## config.mk

```make
export PLATFORM = sky130hd
export DESIGN_NAME = hazard_scoreboard
export DESIGN_NICKNAME = d
export VERILOG_FILES = /design/src/rtl/hazard_scoreboard.sv
export SDC_FILE = /design/constraint.sdc
export NUM_CORES = 1
export LEC_CHECK = 0
export ABC_AREA = 1
export ABC_CLOCK_PERIOD_IN_PS = 8780
export CAP_MARGIN = 0
export CORE_UTILIZATION = 57
export CTS_CLUSTER_DIAMETER = 120
export DETAILED_ROUTE_END_ITERATION = 10
export HOLD_SLACK_MARGIN = 0.15
export PLACE_DENSITY_LB_ADDON = 0.1
export SLEW_MARGIN = 0
export SYNTH_ARGS = -nofsm -noshare
export SYNTH_HDL_FRONTEND = slang
export SYNTH_SLANG_ARGS = --single-unit
```

## constraint.sdc

```tcl
create_clock -name clk -period 8.78 [get_ports clk]
set_clock_uncertainty 0.1 [all_clocks]
set_input_delay 1.756 -clock clk [delete_from_list [all_inputs] [get_ports clk]]
set_output_delay 1.756 -clock clk [all_outputs]
set_load 0.01 [all_outputs]
```

## src/rtl/hazard_scoreboard.sv

```systemverilog
// hazard_scoreboard
//   D-stage hazard controller for the pipelined MIPS core. It tracks the
//   destination register and remaining Tnew of every in-flight instruction
//   across STAGES downstream stages. From that state it produces the D-stage
//   stall, a forwarding select for each source operand, and the MDU busy
//   interlock.
//
// Ports
//   clk, reset_n        clock, asynchronous active-low reset
//   d_valid             D stage holds a real instruction
//   d_a1/d_tuse1        source 1 address / Tuse
//   d_a2/d_tuse2        source 2 address / Tuse
//   d_a3/d_tnew         destination address / Tnew counted from D
//   d_mdureq            D instruction touches HI/LO/MDU
//   d_mdu_start         D instruction is mult/multu/div/divu
//   d_mdu_div           qualifies d_mdu_start as div/divu
//   hold                global freeze of the tracked stages
//   flush               clear all tracked stages
//   stall               freeze PC and F/D, bubble into E (combinational)
//   fwd_sel1/fwd_sel2   0 = register file, k = forward from stage k
//   mdu_busy            MDU busy counter nonzero
//
// Build option
//   HAZARD_STALL_STATS_EN adds the saturating counters stall_cycles and
//   mdu_stall_cycles. The stall logic is the same with or without it.

module hazard_scoreboard #(
  parameter int AW          = 5,
  parameter int TW          = 2,
  parameter int STAGES      = 3,
  parameter int MULT_CYCLES = 5,
  parameter int DIV_CYCLES  = 10,
  parameter int CW          = 4,
  localparam int SW         = $clog2(STAGES + 1)
) (
  input  logic          clk,
  input  logic          reset_n,
  input  logic          d_valid,
  input  logic [AW-1:0] d_a1,
  input  logic [TW-1:0] d_tuse1,
  input  logic [AW-1:0] d_a2,
  input  logic [TW-1:0] d_tuse2,
  input  logic [AW-1:0] d_a3,
  input  logic [TW-1:0] d_tnew,
  input  logic          d_mdureq,
  input  logic          d_mdu_start,
  input  logic          d_mdu_div,
  input  logic          hold,
  input  logic          flush,
  output logic          stall,
  output logic [SW-1:0] fwd_sel1,
  output logic [SW-1:0] fwd_sel2,
  output logic          mdu_busy
`ifdef HAZARD_STALL_STATS_EN
  ,
  output logic [31:0]   stall_cycles,
  output logic [31:0]   mdu_stall_cycles
`endif
);

  logic [STAGES:1][AW-1:0] a3_q;
  logic [STAGES:1][TW-1:0] t_q;
  logic [CW-1:0]           mdu_cnt_q;

  logic          hit1, hit2;
  logic [TW-1:0] t1, t2;
  logic [SW-1:0] k1, k2;
  logic          req1, req2, mdu_req;
  logic          d_advance;
  logic          mdu_load;

  function automatic logic [TW-1:0] dec_sat(input logic [TW-1:0] v);
    return (v == '0) ? '0 : v - TW'(1);
  endfunction

  // Walk from the oldest stage to the youngest so the youngest match
  // overwrites any older one.
  always_comb begin
    hit1 = 1'b0;
    hit2 = 1'b0;
    t1   = '0;
    t2   = '0;
    k1   = '0;
    k2   = '0;
    for (int k = STAGES; k >= 1; k--) begin
      if (d_a1 != '0 && d_a1 == a3_q[k]) begin
        hit1 = 1'b1;
        t1   = t_q[k];
        k1   = SW'(k);
      end
      if (d_a2 != '0 && d_a2 == a3_q[k]) begin
        hit2 = 1'b1;
        t2   = t_q[k];
        k2   = SW'(k);
      end
    end
  end

  assign req1     = hit1 && (t1 > d_tuse1);
  assign req2     = hit2 && (t2 > d_tuse2);
  assign mdu_busy = (mdu_cnt_q != '0);
  assign mdu_req  = d_mdureq && mdu_busy;
  assign stall    = d_valid && (req1 || req2 || mdu_req);

  // A result still being produced (t != 0) is never forwarded; the operand
  // reads the register file until an older stage holds it with t == 0.
  assign fwd_sel1 = (hit1 && !req1 && t1 == '0) ? k1 : '0;
  assign fwd_sel2 = (hit2 && !req2 && t2 == '0) ? k2 : '0;

  assign d_advance = d_valid && !stall;
  assign mdu_load  = d_advance && d_mdu_start && !hold && !flush;

  always_ff @(posedge clk or negedge reset_n) begin
    if (!reset_n) begin
      a3_q <= '0;
      t_q  <= '0;
    end else if (flush) begin
      a3_q <= '0;
      t_q  <= '0;
    end else if (!hold) begin
      // A write to $0 carries no dependency, so it enters as a pure bubble.
      if (d_advance && d_a3 != '0) begin
        a3_q[1] <= d_a3;
        t_q[1]  <= dec_sat(d_tnew);
      end else begin
        a3_q[1] <= '0;
        t_q[1]  <= '0;
      end
      for (int k = 2; k <= STAGES; k++) begin
        a3_q[k] <= a3_q[k-1];
        t_q[k]  <= dec_sat(t_q[k-1]);
      end
    end
  end

  // The MDU keeps computing while the pipeline is held, so it counts down
  // through hold and flush alike.
  always_ff @(posedge clk or negedge reset_n) begin
    if (!reset_n) begin
      mdu_cnt_q <= '0;
    end else if (mdu_load) begin
      mdu_cnt_q <= d_mdu_div ? CW'(DIV_CYCLES) : CW'(MULT_CYCLES);
    end else if (mdu_cnt_q != '0) begin
      mdu_cnt_q <= mdu_cnt_q - CW'(1);
    end
  end

`ifdef HAZARD_STALL_STATS_EN
  logic stall_counted;
  logic mdu_only;

  assign stall_counted = stall && !hold;
  assign mdu_only      = stall_counted && mdu_req && !req1 && !req2;

  always_ff @(posedge clk or negedge reset_n) begin
    if (!reset_n) begin
      stall_cycles     <= '0;
      mdu_stall_cycles <= '0;
    end else begin
      if (stall_counted && stall_cycles != 32'hFFFF_FFFF)
        stall_cycles <= stall_cycles + 32'd1;
      if (mdu_only && mdu_stall_cycles != 32'hFFFF_FFFF)
        mdu_stall_cycles <= mdu_stall_cycles + 32'd1;
    end
  end
`endif

endmodule

```

==> results of run 1 <==
cell families after synthesis:
logic type / Yosys count
fa+ha+maj: 6
compound gates: 35
simple gates: 114
flops: 25
buf+inv: 54
xor+xnor: 27
routing by layer:
| layer | up-vias | routed length (um) |
|---|---|---|
| li1 | 888 | - |
| met1 | 807 | 2010 |
| met2 | 34 | 1900 |
| met3 | 4 | 149 |
| met4 | 0 | 42 |
| met5 | - | 0 |
power breakdown:
group / internal, mW / switching, mW / total, mW / leakage [nW]
Clock: 0.0178 / 0.0357 / 0.0535 / 0.0150
Combinational: 0.0512 / 0.0596 / 0.111 / 0.860
Sequential: 0.127 / 0.0104 / 0.138 / 0.340
Total: 0.196 / 0.106 / 0.302 / 1.21
cell type report:
| type | count | area share (%) |
|---|---|---|
| clock buffers | 4 | 1.11 |
| inverters | 52 | 8.35 |
| multi-input cells | 182 | 47.4 |
| flip-flops and latches | 25 | 26.4 |
| well taps | 44 | 2.32 |
| repair buffers | 34 | 14.4 |
placed cells by master, fill, tap and decap left out, types with 2 or more instances in the layout:
cell type	Yosys	final
inv_1	46	46
o21ai_0	7	7
dfrtp_1	25	25
clkdlybuf4s50_1	0	34
nand2_4	4	4
nor2_2	2	2
inv_2	5	5
ha_1	6	6
nor2_1	28	28
nor3_1	2	2
clkbuf_4	0	3
o211ai_1	2	2
nand4_2	2	2
nand2_1	55	55
xor2_1	15	15
nand2_2	3	3
nand3_1	6	6
xnor2_1	12	12
nand3_4	4	4
o22ai_1	12	12
nand4_1	2	2
o21ai_1	8	8
a21oi_1	2	2
metrics by stage:
| step | worst slack, ps | area (um2) | instances | hold WS, ps |
|---|---|---|---|---|
| floorplan | 3410 | 1950 | 261 | 342 |
| global placement | 2170 | 2340 | 337 | 348 |
| detailed placement | 2140 | 2340 | 337 | 357 |
| CTS | 2100 | 2370 | 341 | 377 |
| global route | 1880 | 2370 | 341 | 386 |
| finish | 2120 | 2370 | 341 | 379 |
critical path: stages:
cell and delay [ps]:
clkdlybuf4s50_1 530, nor2_1 210, nand3b_2 140, nand2_1 100
inv_2 50, nand3_4 70, inv_1 70, a21oi_1 120
nand2_1 70, o21ai_2 60, inv_2 50, ha_1 280
inv_1 40, nor2_1 80, a2bb2oi_1 310, nand2_4 110
inv_4 90, o21ai_0 80, inv_1 60, clkdlybuf4s50_1 520
sequential cells by signal, summed over array words and instances (netlist names):
register / flops
mdu_cnt_q: 4
t_q: 6
a3_q: 15
worst max-delay path by stage:
stage / from / end
2_1_floorplan: d_a2[4] / stall
3_3_place_gp: d_a2[1] / stall
3_5_place_dp: d_a2[1] / stall
4_1_cts: d_a2[1] / stall
5_1_grt: d_a1[4] / stall
6_report: d_a2[1] / stall
==> summary.md, run 1 <==
| Metric | Value |
|---|---|
| Clock Latency Late Sink | `330 ps` |
| Worst reg2reg endpoint | `a3_q[2]` |
| Fin crit period | `6660 ps` |
| Post-CTS Resized | `0` |
| HPWL Detailed | `3240 um` |
| Drt pass-1 iters | `4` |
| Slew Limit Fails | `0` |
| Synth Area in Simple Gates | `30.9%` |
| Crit-path max FO | `5` |
| Worst EP arrival | `4800 ps` |
| Multi-input logic area | `1120 um2` |
| TritonCTS clock tree | `done` |
| R2R cell count | `20` |
| Final period utilization | `75.8%` |
| Largest family of logic cells by synthesized area | `simple AND/OR/NAND/NOR gates` |
| Share of the synthesized area in the top cell type | `32.0%` |
| DRT antenna net count | `0` |
| Leakage | `1.21 nW` |
| Layout overhead on the synthesized area | `21.2%` |
| WHS Path Cells | `1` |
| Total CTS buffers | `3` |
| FFs w/ async S/R, synth | `100%` |
| Outcome | `finished clean` |
| Top_reg_cell synth | `dfrtp_1` |
| Post-synthesis adder-cell area fraction | `3.84%` |
| Top cells by instance count after synthesis | `55 x nand2_1, 46 x inv_1, 28 x nor2_1, 25 x dfrtp_1, 15 x xor2_1` |
| # fillers | `259` |
| Post-synth cell types | `33` |
| Routed WL | `4100 um` |
| Drt via density | `5.08` |
| Number of global-route vias before repair | `1553` |
| #FFs+latches synth | `25` |
| Core ar. | `3150 um2` |
| Port bufs | `34` |
| Util after Layout | `75.1%` |
| Share of layout cells above drive strength 1 | `10.1%` |
| Crit end category | `output port` |
| Final setup fails | `0` |
| Largest cells by area after synthesis | `dfrtp_1 32%, nand2_1 11%, inv_1 8.8%` |
| Pwr Total | `0.302 mW` |
| CTS H-tree lvls | `1` |
| Synthesized area | `1950 um2` |
| RD Place Congestion | `0.843` |
| Clock root buffer | `clkbuf_4` |
| Synth Area in XOR/XNOR | `12.1%` |
| Final #Nets | `333` |
| Cell Pwr Density | `127 nW/um2` |
| Clock sink count | `25` |
| Slew @ Worst Pin | `1130 ps` |
| GRT overflow | `0` |
| Mapped Nets | `296` |
| FF/Latch Area | `626 um2` |
| N_diodes | `0` |
| Largest net degree at the start of global routing | `26` |
| DR iter-0 viols | `64` |
| Crit Path Class | `in2out` |
| Die ar. | `3670 um2` |
| Setup TNS | `0 ps` |
| Maxcap violations | `0` |
| Die height | `60.6 um` |
| Maximum clock path buffer count | `2` |
| Die width | `60.6 um` |
| Initial core utilization | `62.0%` |
| GR met1 Demand/Resource | `34.2%` |
| Max Clock Freq | `150 MHz` |
| Mean area per synthesized cell | `7.49 um2` |
| Hold Crit Class | `reg2reg` |
| Crit path launch type | `primary input` |
| Unrepaired setup endpoints after global routing | `false` |
| Tot GR Track Use | `24.4%` |
| Peak VDD IR | `127 uV` |
| Cell taking the most area after synthesis | `dfrtp_1` |
| Reg clk slew, reported paths | `140 ps` |
| Post-synthesis mux area share | `0%` |
| Std cell rows | `20` |
| Post-synth EDFFs | `0` |
| WP data required | `6920 ps` |
| Max_slew headroom | `24.5%` |
| Routed vias | `1733` |
| Reg-to-reg startpoint | `a3_q[9]` |
| Cts hold-fix bufs | `0` |
| Mapped Cells | `261` |
| Cell with the most instances after synthesis | `nand2_1` |
| Global-route wire length before repair | `6600 um` |
| Routing layer with the top usage in global route | `met2` |
| DR DRC count | `0` |
| Number of setup buffers added after CTS | `0` |
| Final Hold Fails | `0` |
| Synth warnings | `0` |
| GR Util met2 | `40.2%` |
| Compound-Gate Fraction of Synth Area | `10.7%` |
| Reg2Reg Setup Slack | `5970 ps` |
| Hold EP | `t_q[4]` |
| I/O Pins | `35` |
| HP Start | `t_q[2]` |
| M3 GR Usage | `4.48%` |
| Sequential area share after synthesis | `32.0%` |
| Drt wl/cell | `12.0 um` |
| Initial antenna violation count | `0` |
(Power assumes the default switching activity.)
==> run 2: changes to the inputs <==
Settings changed: ABC_CLOCK_PERIOD_IN_PS 8780 to 5500, CORE_UTILIZATION 57 to 48.
Clock period 8.78 ns to 5.5 ns, I/O delays scaled along.
==> run 2 against run 1 <==
- core utilization down 11 points
- final area rose by 2.3%
- critical path depth did not move
- sequential power increased by 59%
- sequential share of layout area shrank 0.59 points
- worst setup slack got worse by 1900 ps
- combinational power increased by 62%
- critical path type unchanged
- via count rose by 0.46%
- sequential cell count unchanged
- non-clock buffer count grew 2
==> summary.md, run 2 (synthesized netlist as in run 1, its figures left out) <==
| Metric | Value |
|---|---|
| Multi-input logic area | `1130 um2 (+1.0%)` |
| DR DRC count | `0 (unchanged)` |
| Die width | `65.8 um (+8.7%)` |
| Max reg flops | `15 (unchanged)` |
| Reg clk slew, reported paths | `90 ps (-50 ps)` |
| Number of global-route vias before repair | `1671 (+7.6%)` |
| Final Hold Fails | `0 (unchanged)` |
| Initial antenna violation count | `0 (unchanged)` |
| GRT overflow | `0 (unchanged)` |
| Maximum clock path buffer count | `2 (unchanged)` |
| TritonCTS clock tree | `done` |
| Clock sink count | `25 (unchanged)` |
| Final setup fails | `0 (unchanged)` |
| Total CTS buffers | `3 (unchanged)` |
| Clock root buffer | `clkbuf_8` |
| Crit Path Class | `in2out` |
| Drt wl/cell | `12.2 um (+1.4%)` |
| Tot GR Track Use | `22.3% (-2.1 points)` |
| Crit end category | `output port` |
| Drt via density | `5.02 (-1.3%)` |
| Share of layout cells above drive strength 1 | `12.0% (+1.9 points)` |
| Core ar. | `3770 um2 (+20%)` |
| Slew @ Worst Pin | `516 ps (-614 ps)` |
| FF/Latch Area | `626 um2 (unchanged)` |
| Top reg by flops | `a3_q` |
| Maxcap violations | `0 (unchanged)` |
| DRT antenna net count | `0 (unchanged)` |
| N_diodes | `0 (unchanged)` |
| Routed WL | `4230 um (+3.2%)` |
| Cts hold-fix bufs | `0 (unchanged)` |
| Max Clock Freq | `191 MHz` |
| CTS H-tree lvls | `1 (unchanged)` |
| Final period utilization | `95.3%` |
| Unrepaired setup endpoints after global routing | `false` |
| Setup TNS | `0 ps (unchanged)` |
| RD Place Congestion | `0.826 (-2.0%)` |
| Leakage | `1.23 nW (+1.5%)` |
| Std cell rows | `22 (+10%)` |
| Layout overhead on the synthesized area | `23.9%` |
| Max_slew headroom | `65.6% (+41 points)` |
| Largest net degree at the start of global routing | `26 (unchanged)` |
| # fillers | `343 (+32%)` |
| Global-route wire length before repair | `7340 um (+11%)` |
| Most frequent cells in the layout | `55 x nand2_1, 46 x inv_1, 34 x clkdlybuf4s50_1, 26 x nor2_1, 25 x dfrtp_1` |
| Worst EP arrival | `4040 ps (-760 ps)` |
| Cell Pwr Density | `212 nW/um2 (+66%)` |
| Biggest regs | `a3_q: 15 flops, t_q: 6 flops, mdu_cnt_q: 4 flops` |
| I/O Pins | `35 (unchanged)` |
| Die ar. | `4330 um2 (+18%)` |
| Outcome | `finished clean` |
| Drt pass-1 iters | `4 (unchanged)` |
| Slew Limit Fails | `0 (unchanged)` |
| WP data required | `4300 ps (-2620 ps)` |
| Util after Layout | `64.2% (-11 points)` |
| Port bufs | `34 (unchanged)` |
| Crit path launch type | `primary input` |
| HPWL Detailed | `3430 um (+5.8%)` |
| Final #Nets | `335 (+0.60%)` |
| Die height | `65.8 um (+8.7%)` |
| Hold Crit Class | `reg2reg` |
| Peak VDD IR | `207 uV (+62%)` |
| Commonest non-fill, non-tap cell in the layout | `nand2_1` |
| Crit-path max FO | `6 (+1)` |
| DR iter-0 viols | `61 (-4.7%)` |
| Fin crit period | `5240 ps` |
| Clock Latency Late Sink | `270 ps (-60 ps)` |
| Routed vias | `1741 (+0.46%)` |
| Initial core utilization | `51.8% (-10 points)` |
## run 2: changes by cell type in the layout (fill, tap and decap cells not counted), sizes merged
cell      before  now
clkinvlp       0    1
buf            0    2
clkbuf         4    3
## run 2: critical path, cell delays in order
cell,delay (ps)
clkdlybuf4s50_1,530
nor2_2,200
nand3b_2,110
nand2_1,80
inv_2,40
nand2_4,100
inv_1,60
a21oi_1,110
nand2_1,80
o21ai_2,60
inv_2,50
ha_1,300
inv_1,40
nor2_1,110
a2bb2oi_2,210
nand2_4,90
inv_4,80
o21ai_0,90
inv_1,60
clkdlybuf4s50_1,520
## run 2: final cells by class
type	count	area share, %
multi-input cells	182	46.8
flip-flops and latches	25	25.8
repair buffers	36	14.7
inverters	52	8.16
well taps	48	2.48
clock buffers	3	1.70
clock inverters	1	0.310
## run 2: report_power, final
| group | switching, mW | total [mW] | internal (mW) | leakage (nW) |
|---|---|---|---|---|
| registers | 0.0162 | 0.219 | 0.203 | 0.340 |
| clock network | 0.0621 | 0.114 | 0.0515 | 0.0217 |
| logic | 0.0966 | 0.180 | 0.0835 | 0.871 |
| total | 0.175 | 0.513 | 0.338 | 1.23 |
## run 2: worst paths after layout
path	startpoint	end	slack, ps	cells past startpoint
max in group asynchronous	reset_n	a3_q[0]	3970	2
min in group asynchronous	reset_n	a3_q[8]	1080	2
worst max register to register	a3_q[9]	a3_q[0]	2830	20
worst max-delay path	d_a2[0]	stall	260	20
worst min-delay path	t_q[2]	t_q[4]	370	1
worst min register to register	t_q[2]	t_q[4]	370	1
## run 2: timing repair
| item | CTS | global route |
|---|---|---|
| resized for setup | 0 | 3 |
| buffers inserted | 0 | 0 |
| setup endpoints to repair | 0 | 1 |
## run 2: stage by stage
step	area (um2)	power [mW]	setup WS [ps]	hold WS (ps)	cells
after global routing	2420	0.550	15.8	385	347
after detailed placement	2360	0.404	162	357	343
after floorplan	1950	0.341	1440	342	261
after global placement	2360	0.400	230	349	343
after CTS	2410	0.518	147	373	347
final	2420	0.513	258	369	347
## run 2: metal layers
layer | GRT usage [%] | wire, um
met5 | 0 | 0
met4 | 6.52 | 44
met3 | 2.07 | 126
met2 | 36.2 | 2020
met1 | 31.3 | 2040
